### config.mk
export PLATFORM = sky130hd
export DESIGN_NAME = ps2_key_fifo
export DESIGN_NICKNAME = d
export VERILOG_FILES = /design/src/rtl/ps2_key_fifo.sv
export SDC_FILE = /design/constraint.sdc
export NUM_CORES = 1
export LEC_CHECK = 0
export ABC_AREA = 1
export CORE_UTILIZATION = 55
export CTS_CLUSTER_SIZE = 20
export DETAILED_ROUTE_END_ITERATION = 8
export PLACE_DENSITY = 0.77
export SYNTH_ARGS = -nofsm -noshare
export SYNTH_HDL_FRONTEND = slang
export SYNTH_SLANG_ARGS = --single-unit
export TNS_END_PERCENT = 30
### constraint.sdc
create_clock -name clk -period 4.7 [get_ports clk]
set_input_delay 1.41 -clock clk [delete_from_list [all_inputs] [get_ports clk]]
set_output_delay 1.41 -clock clk [all_outputs]
set_load 0.03 [all_outputs]
### src/rtl/ps2_key_fifo.sv
// ps2_key_fifo: keystroke FIFO between the PS/2 decoder and the CPU bus.
// Ports: clk, rst (async high); ascii_code/key_pressed push side;
// bus_sel/bus_addr/bus_rd/bus_wr/bus_wdata -> bus_rdata (registered);
// irq is high while the FIFO holds data.
module ps2_key_fifo #(
  parameter int DEPTH = 16,
  parameter int AW    = 4
) (
  input  logic        clk,
  input  logic        rst,
  input  logic [7:0]  ascii_code,
  input  logic        key_pressed,
  input  logic        bus_sel,
  input  logic        bus_addr,
  input  logic        bus_rd,
  input  logic        bus_wr,
  input  logic [31:0] bus_wdata,
  output logic [31:0] bus_rdata,
  output logic        irq
);

  localparam logic [AW-1:0] PTR_ONE  = AW'(1);
  localparam logic [AW:0]   CNT_ONE  = (AW+1)'(1);
  localparam logic [AW:0]   CNT_FULL = (AW+1)'(DEPTH);

  logic [7:0]    mem [DEPTH];
  logic [AW-1:0] wr_ptr;
  logic [AW-1:0] rd_ptr;
  logic [AW:0]   count;
  logic          ovf;

  logic          not_empty;
  logic          full;
  logic          rd_data;
  logic          rd_stat;
  logic          pop;
  logic          push;
  logic          ovf_set;
  logic          ovf_clr;
  logic [7:0]    cnt8;
  logic [31:0]   status;
  logic          unused_wdata;

  assign not_empty = (count != '0);
  assign full      = (count == CNT_FULL);
  assign rd_data   = bus_sel & bus_rd & ~bus_addr;
  assign rd_stat   = bus_sel & bus_rd & bus_addr;
  assign pop       = rd_data & not_empty;
  // A pop in the same edge frees a slot, so a full FIFO still accepts.
  assign push      = key_pressed & (~full | pop);
  assign ovf_set   = key_pressed & full & ~pop;
  assign ovf_clr   = bus_sel & bus_wr & bus_addr & bus_wdata[1];
  assign cnt8      = 8'(count);
  assign status    = {16'h0, cnt8, 6'b0, ovf, not_empty};
  assign irq       = not_empty;

  assign unused_wdata = ^{bus_wdata[31:2], bus_wdata[0]};

  always_ff @(posedge clk) begin
    if (push) begin
      mem[wr_ptr] <= ascii_code;
    end
  end

  always_ff @(posedge clk or posedge rst) begin
    if (rst) begin
      wr_ptr <= '0;
      rd_ptr <= '0;
      count  <= '0;
    end else begin
      if (push) begin
        wr_ptr <= wr_ptr + PTR_ONE;
      end
      if (pop) begin
        rd_ptr <= rd_ptr + PTR_ONE;
      end
      if (push && !pop) begin
        count <= count + CNT_ONE;
      end else if (pop && !push) begin
        count <= count - CNT_ONE;
      end
    end
  end

  // Set has priority over a clear arriving in the same cycle.
  always_ff @(posedge clk or posedge rst) begin
    if (rst) begin
      ovf <= 1'b0;
    end else if (ovf_set) begin
      ovf <= 1'b1;
    end else if (ovf_clr) begin
      ovf <= 1'b0;
    end
  end

  // Read data holds between reads; status captures pre-edge ovf.
  always_ff @(posedge clk or posedge rst) begin
    if (rst) begin
      bus_rdata <= '0;
    end else if (rd_data) begin
      bus_rdata <= not_empty ? {24'h0, mem[rd_ptr]} : 32'h0;
    end else if (rd_stat) begin
      bus_rdata <= status;
    end
  end

endmodule

==> flow_metrics.tcl, run 1 <==
set metrics [dict create \
    yosysUniqueCellTypes 38 \
    critPathMaxFanout 15 \
    ys_seq_area_frac 0.669 \
    start_kind "input pin" \
    dp.cells 735 \
    setup_viol 0 \
    cp_slowest_cell "clkdlybuf4s50_1" \
    fin_crit_sh 0.770 \
    cts_tree "done" \
    final_util 0.631 \
    clkSinkCount 155 \
    cp_cell_sequence "clkdlybuf4s50_1, nand2_4, inv_2, nand2_2, inv_2, nor3_4, nor2_8, ha_1, inv_1, ha_1, nand2_1, inv_1, o21ai_0, a21oi_1, o21ai_0, o21ai_0" \
    drive_above_1_share 0.0823 \
    stdcell_count 767 \
    vias 4296 \
    clk_latency_ns 0.42 \
    core_mm2 0.0120 \
    rsz0062_at_grt "false" \
    cts-root-buf "clkbuf_16" \
    synth.avg_cell_area_um2 11.6 \
    tightest_slew_ns 1.06 \
    synthMuxAreaShare 0 \
    async_flop_share 0.174 \
    rows 40 \
    ys_ff_latch 155 \
    synth_warnings 0 \
    drtAntennaViolNets 0 \
    fin_skew_ns 0.00824 \
    leakage_uw 0.00289 \
    finalSetupTns_ns 0 \
    ys.flop_type "edfxtp_1" \
    n_antenna_cell 0 \
    synth_fa_ha_area_frac 0.0196 \
    grt_antenna_before_repair 0 \
    yosysMostFrequentCell "edfxtp_1" \
    fin_crit_ns 3.62 \
    initial_core_util 0.562 \
    cp_common_cell "o21ai_0" \
    synth_edf_count 128 \
    grt_max_degree 75 \
    synth_compound_area_frac 0.0810 \
    synth_common_cells "128 x edfxtp_1, 93 x nor2_1, 78 x nand2_1" \
    die_h_um 113 \
    worstPathArrival_ns 3.91 \
    firstDrtPassIters 5 \
    postCtsSetupBuffers 0 \
    routed_wl_mm 14.1 \
    synth_top_area_cell "edfxtp_1" \
    crit_buf_inv 5 \
    status "complete, no violations" \
    hold_viol_final 0 \
    timing.slew.headroom 0.291 \
    slew_viol_final 0 \
    synth_top_family_by_area "simple AND/OR/NAND/NOR gates" \
    grt_usage 0.239 \
    gp_congestion 0.814 \
    post_cts_resized 0 \
    grt_pass1_vias 4087 \
    htree_levels 4 \
    dp_hpwl_mm 8.38 \
    path_clk_slew_ns 0.06 \
    path_class "in -> reg" \
    synth_area_mm2 0.00675 \
    drt-initial-drc-count 397 \
    max_freq_mhz 276 \
    nets 664 \
    wl_per_cell_um 18.3 \
    synth_top_area_share 0.569 \
    synth-simple-area-share 0.143 \
    hold_path.class "reg -> reg" \
    pre_cts_slack_ns 0.670 \
    synth_area_leaders "edfxtp_1 57%, dfrtp_1 10%, nor2_1 5.2%, o21ai_0 4.4%, nand2_1 4.3%" \
    die-width_um 113 \
    io_buffers 29 \
    max_stage_delay_ns 0.46 \
    drc 0 \
    irDropWorstVdd_mv 0.309 \
    cts.path.max_buffers 2 \
    dieArea_mm2 0.0127 \
    cp.required_ns 4.99 \
    setup_slack_ns 1.08 \
    cap_violations 0 \
    ios 80 \
    synthXorXnorAreaFrac 0.0139 \
    cts_buffers 17 \
    nFillCells 898 \
    syn_inst 584 \
    grt_remaining_overflow 0 \
    via_per_inst 5.60 \
    cts_hold_buf 0 \
    area_growth_pct 12.2 \
    grt_pass1_wl_mm 22.2 \
    crit_path_end_kind "register" \
    power.density_mw_per_mm2 625 \
    critPathTopFamily "buffers and inverters" \
]
[worst register-to-register path: cells and delay by family (launching register included)]
kind	cells	cell delay (ns)
flops	1	0.41
simple gates	4	0.57
compound gates	4	0.55
fa+ha+maj	2	0.49
buf+inv	3	0.31
[kinds of logic (layout without fill, tap and decap cells)]
kind of cell,Yosys count,count (layout)
AOI/OAI and AO/OA,97,97
xor gates and xnor gates,9,9
adders and majority gates,10,10
buffers and inverters,89,107
DFF,155,155
other,1,19
and+or+nand+nor,223,223
[flip-flops by register name, summed over array words and instances (netlist names)]
| register | cells |
|---|---|
| mem | 128 |
| bus_rdata | 13 |
| count | 5 |
| rd_ptr | 4 |
| wr_ptr | 4 |
| ovf | 1 |
[layout make-up]
cell class,instances,area (um2),share of cell area
Sequential cell,155,4520,0.597
Multi-Input combinational cell,358,1810,0.239
Clock buffer,20,437,0.0576
Timing Repair Buffer,31,305,0.0403
Tap cell,147,184,0.0243
Inverter,44,168,0.0221
Clock inverter,12,150,0.0198
[metal layers]
layer  track usage  part of all wire  vias up
met5             0                 0        -
met4         0.111             0.024        0
met3        0.0418             0.076       27
met2         0.369              0.47      194
met1         0.334              0.43     2062
li1              -                 -     2013
[where the power goes]
group | total [uW] | switching, uW | internal, uW
registers | 1840 | 133 | 1710
clock network | 1360 | 524 | 831
logic | 1540 | 1060 | 477
[metrics by stage]
stage | hold slack, ns | power (uW) | cell area (um2)
finish | 0.482 | 4730 | 7570
CTS | 0.484 | 4730 | 7570
detailed placement | 0.468 | 3380 | 6990
global route | 0.518 | 4970 | 7570
global placement | 0.469 | 3320 | 6990
floorplan | 0.473 | 2990 | 6820
[placed cells by master, fill, tap and decap left out, types with 17 or more instances in the layout]
cell type	n
nand3_1	38
dfrtp_1	26
inv_1	38
nand2_1	78
clkdlybuf4s50_1	29
clkbuf_16	17
o21ai_0	60
nor2_1	93
edfxtp_1	128
conb_1	19
o211ai_1	20
[worst paths after layout]
check / from / endpoint / slack (ns) / depth (start not counted)
max reg2reg: count[1] / count[3] / 2.22 / 13
max: bus_sel / count[3] / 1.08 / 16
min reg2reg: bus_rdata[0] / bus_rdata[0] / 0.48 / 2
min: bus_rdata[0] / bus_rdata[0] / 0.48 / 2
min in group asynchronous: rst / bus_rdata[5] / 1.55 / 2
max in group asynchronous: rst / rd_ptr[0] / 2.43 / 2
No activity file was read; power rests on OpenSTA's default activity.
==> inputs of run 2 (changes only) <==
clock period = 3.8 ns   (was 4.7 ns; I/O delays follow)
==> run 2 against run 1 <==
Total power up 25%. Utilization up 1.2 points. Flip-flop and latch count unchanged. Global-route usage up 0.14 points. Combinational power up 29%. Design area up 1.9%. Cell count up 2.5%. Worst setup slack worse by 0.59 ns. Register-to-register slack worse by 0.93 ns. Die area unchanged. Largest cell class unchanged. Largest power group unchanged.
==> flow_metrics.tcl, run 2 (synthesis gave the netlist of run 1 again) <==
set metrics [dict create \
    cp_cell_sequence "clkdlybuf4s50_1, inv_1, nand2_2, inv_2, nor3_4, nor2_8, ha_1, inv_1, ha_1, nand2_1, inv_1, o21ai_0, a21oi_1, o21ai_0, o21ai_0" \
    firstDrtPassIters 5 \
    die-width_um 113 \
    ios 80 \
    via_per_inst 5.62 \
    worstRegToRegCells 13 \
    io_buffers 29 \
    largest_register_ffs 128 \
    cap_violations 0 \
    routed_wl_mm 14.3 \
    cts_buffers 17 \
    wl_per_cell_um 18.2 \
    die_h_um 113 \
    slew_viol_final 0 \
    drtAntennaViolNets 0 \
    hold_end "bus_rdata[2]" \
    setup_viol 0 \
    cp.required_ns 4.10 \
    fin_skew_ns 0.00577 \
    area_growth_pct 14.2 \
    mostFrequentLayoutCells "128 x edfxtp_1, 93 x nor2_1, 78 x nand2_1" \
    drive_above_1_share 0.110 \
    cp_slowest_cell "clkdlybuf4s50_1" \
    grt_antenna_before_repair 0 \
    drc 0 \
    final_common_cell "edfxtp_1" \
    gp_congestion 0.793 \
    dieArea_mm2 0.0127 \
    core_mm2 0.0120 \
    worstPathArrival_ns 3.61 \
    drt-initial-drc-count 480 \
    fin_crit_ns 3.31 \
    cts-root-buf "clkbuf_16" \
    initial_core_util 0.562 \
    irDropWorstVdd_mv 0.444 \
    regMostFlops "mem" \
    fin_area_mm2 0.00771 \
    crit_buf_inv 5 \
    status "complete, no violations" \
    crit_path_end_kind "register" \
    rrSetupSlack_ns 1.29 \
    clk_latency_ns 0.42 \
    cts.path.max_buffers 2 \
    hold_viol_final 0 \
    critPathTopFamily "buffers and inverters" \
    start_kind "input pin" \
    hold_start "bus_rdata[2]" \
    vias 4416 \
    rsz0062_at_grt "false" \
    grt_pass1_vias 4198 \
    grt_usage 0.240 \
    crit-reg2reg-launch "count[1]" \
    tightest_slew_ns 0.994 \
    cts_tree "done" \
    max_stage_delay_ns 0.52 \
    hold_path.class "reg -> reg" \
    fin_crit_sh 0.871 \
    holdPathStages 2 \
    power.density_mw_per_mm2 764 \
    hold_slack_ns 0.485 \
    cp.depth 15 \
    reg2reg_to "count[3]" \
    n_antenna_cell 0 \
    clkSinkCount 155 \
    htree_levels 4 \
    crit_path_start "bus_addr" \
    path_class "in -> reg" \
    nets 683 \
    largest_registers "mem (128), bus_rdata (13), count (5)" \
    dp_hpwl_mm 8.50 \
    path_clk_slew_ns 0.06 \
    final_util 0.642 \
    max_freq_mhz 302 \
    grt_remaining_overflow 0 \
    postCtsSetupBuffers 0 \
    leakage_uw 0.00298 \
    grt_pass1_wl_mm 22.2 \
    cts_hold_buf 0 \
    rows 40 \
    grt_max_degree 75 \
    post_cts_resized 0 \
    critPathMaxFanout 9 \
    finalSetupTns_ns 0 \
    place_area_mm2 0.00713 \
    timing.slew.headroom 0.336 \
]
[run 2: cell types whose count changed in the layout (fill, tap and decap cells not counted), sizes merged]
cell,change
clkbuf,-1
clkinv,-1
buf,+19
clkinvlp,+2
[run 2: worst max path at each step]
stage / to / slack [ns]
2_1_floorplan: count[3] / 0.87
3_3_place_gp: count[3] / 0.23
3_5_place_dp: count[3] / 0.12
4_1_cts: count[3] / 0.55
5_1_grt: count[3] / 0.31
6_report: count[3] / 0.49
[run 2: layout make-up]
type	instances	area [um2]
Clock buffer	19	433
Tap cell	147	184
Timing Repair Buffer	50	448
Clock inverter	13	151
Sequential cell	155	4520
Multi-Input combinational cell	358	1810
Inverter	44	168
Fill cell	859	4300
[run 2: report_power, final]
| group | internal (uW) | switching, uW | total (uW) |
|---|---|---|---|
| Sequential | 2110 | 136 | 2240 |
| Clock | 1020 | 644 | 1670 |
| Combinational | 626 | 1360 | 1980 |
[run 2: worst register-to-register path: cells and delay by family, from the launching register on]
kind	cells	cell delay (ns)
fa+ha+maj	2	0.49
buf+inv	3	0.33
compound gates	4	0.59
flops	1	0.41
simple gates	4	0.56
[run 2: stage by stage]
step | instances | total power [uW] | setup slack (ns)
floorplan | 602 | 3700 | 0.875
global placement | 754 | 4130 | 0.233
detailed placement | 754 | 4200 | 0.117
CTS | 786 | 5890 | 0.545
global route | 786 | 6200 | 0.306
finish | 786 | 5900 | 0.491
[run 2: metal layers]
| metal | global-route usage | up-vias | routed length [um] |
|---|---|---|---|
| met5 | 0 | - | 0 |
| met4 | 0.120 | 0 | 433 |
| met3 | 0.0466 | 34 | 973 |
| met2 | 0.381 | 202 | 6850 |
| met1 | 0.320 | 2126 | 6040 |
| li1 | - | 2054 | - |
==> inputs of run 3 (changes only) <==
CTS_CLUSTER_SIZE = not set   (was 20)
==> results of run 3 <==
Final layout, timing and power as in run 2 (identical DEF).
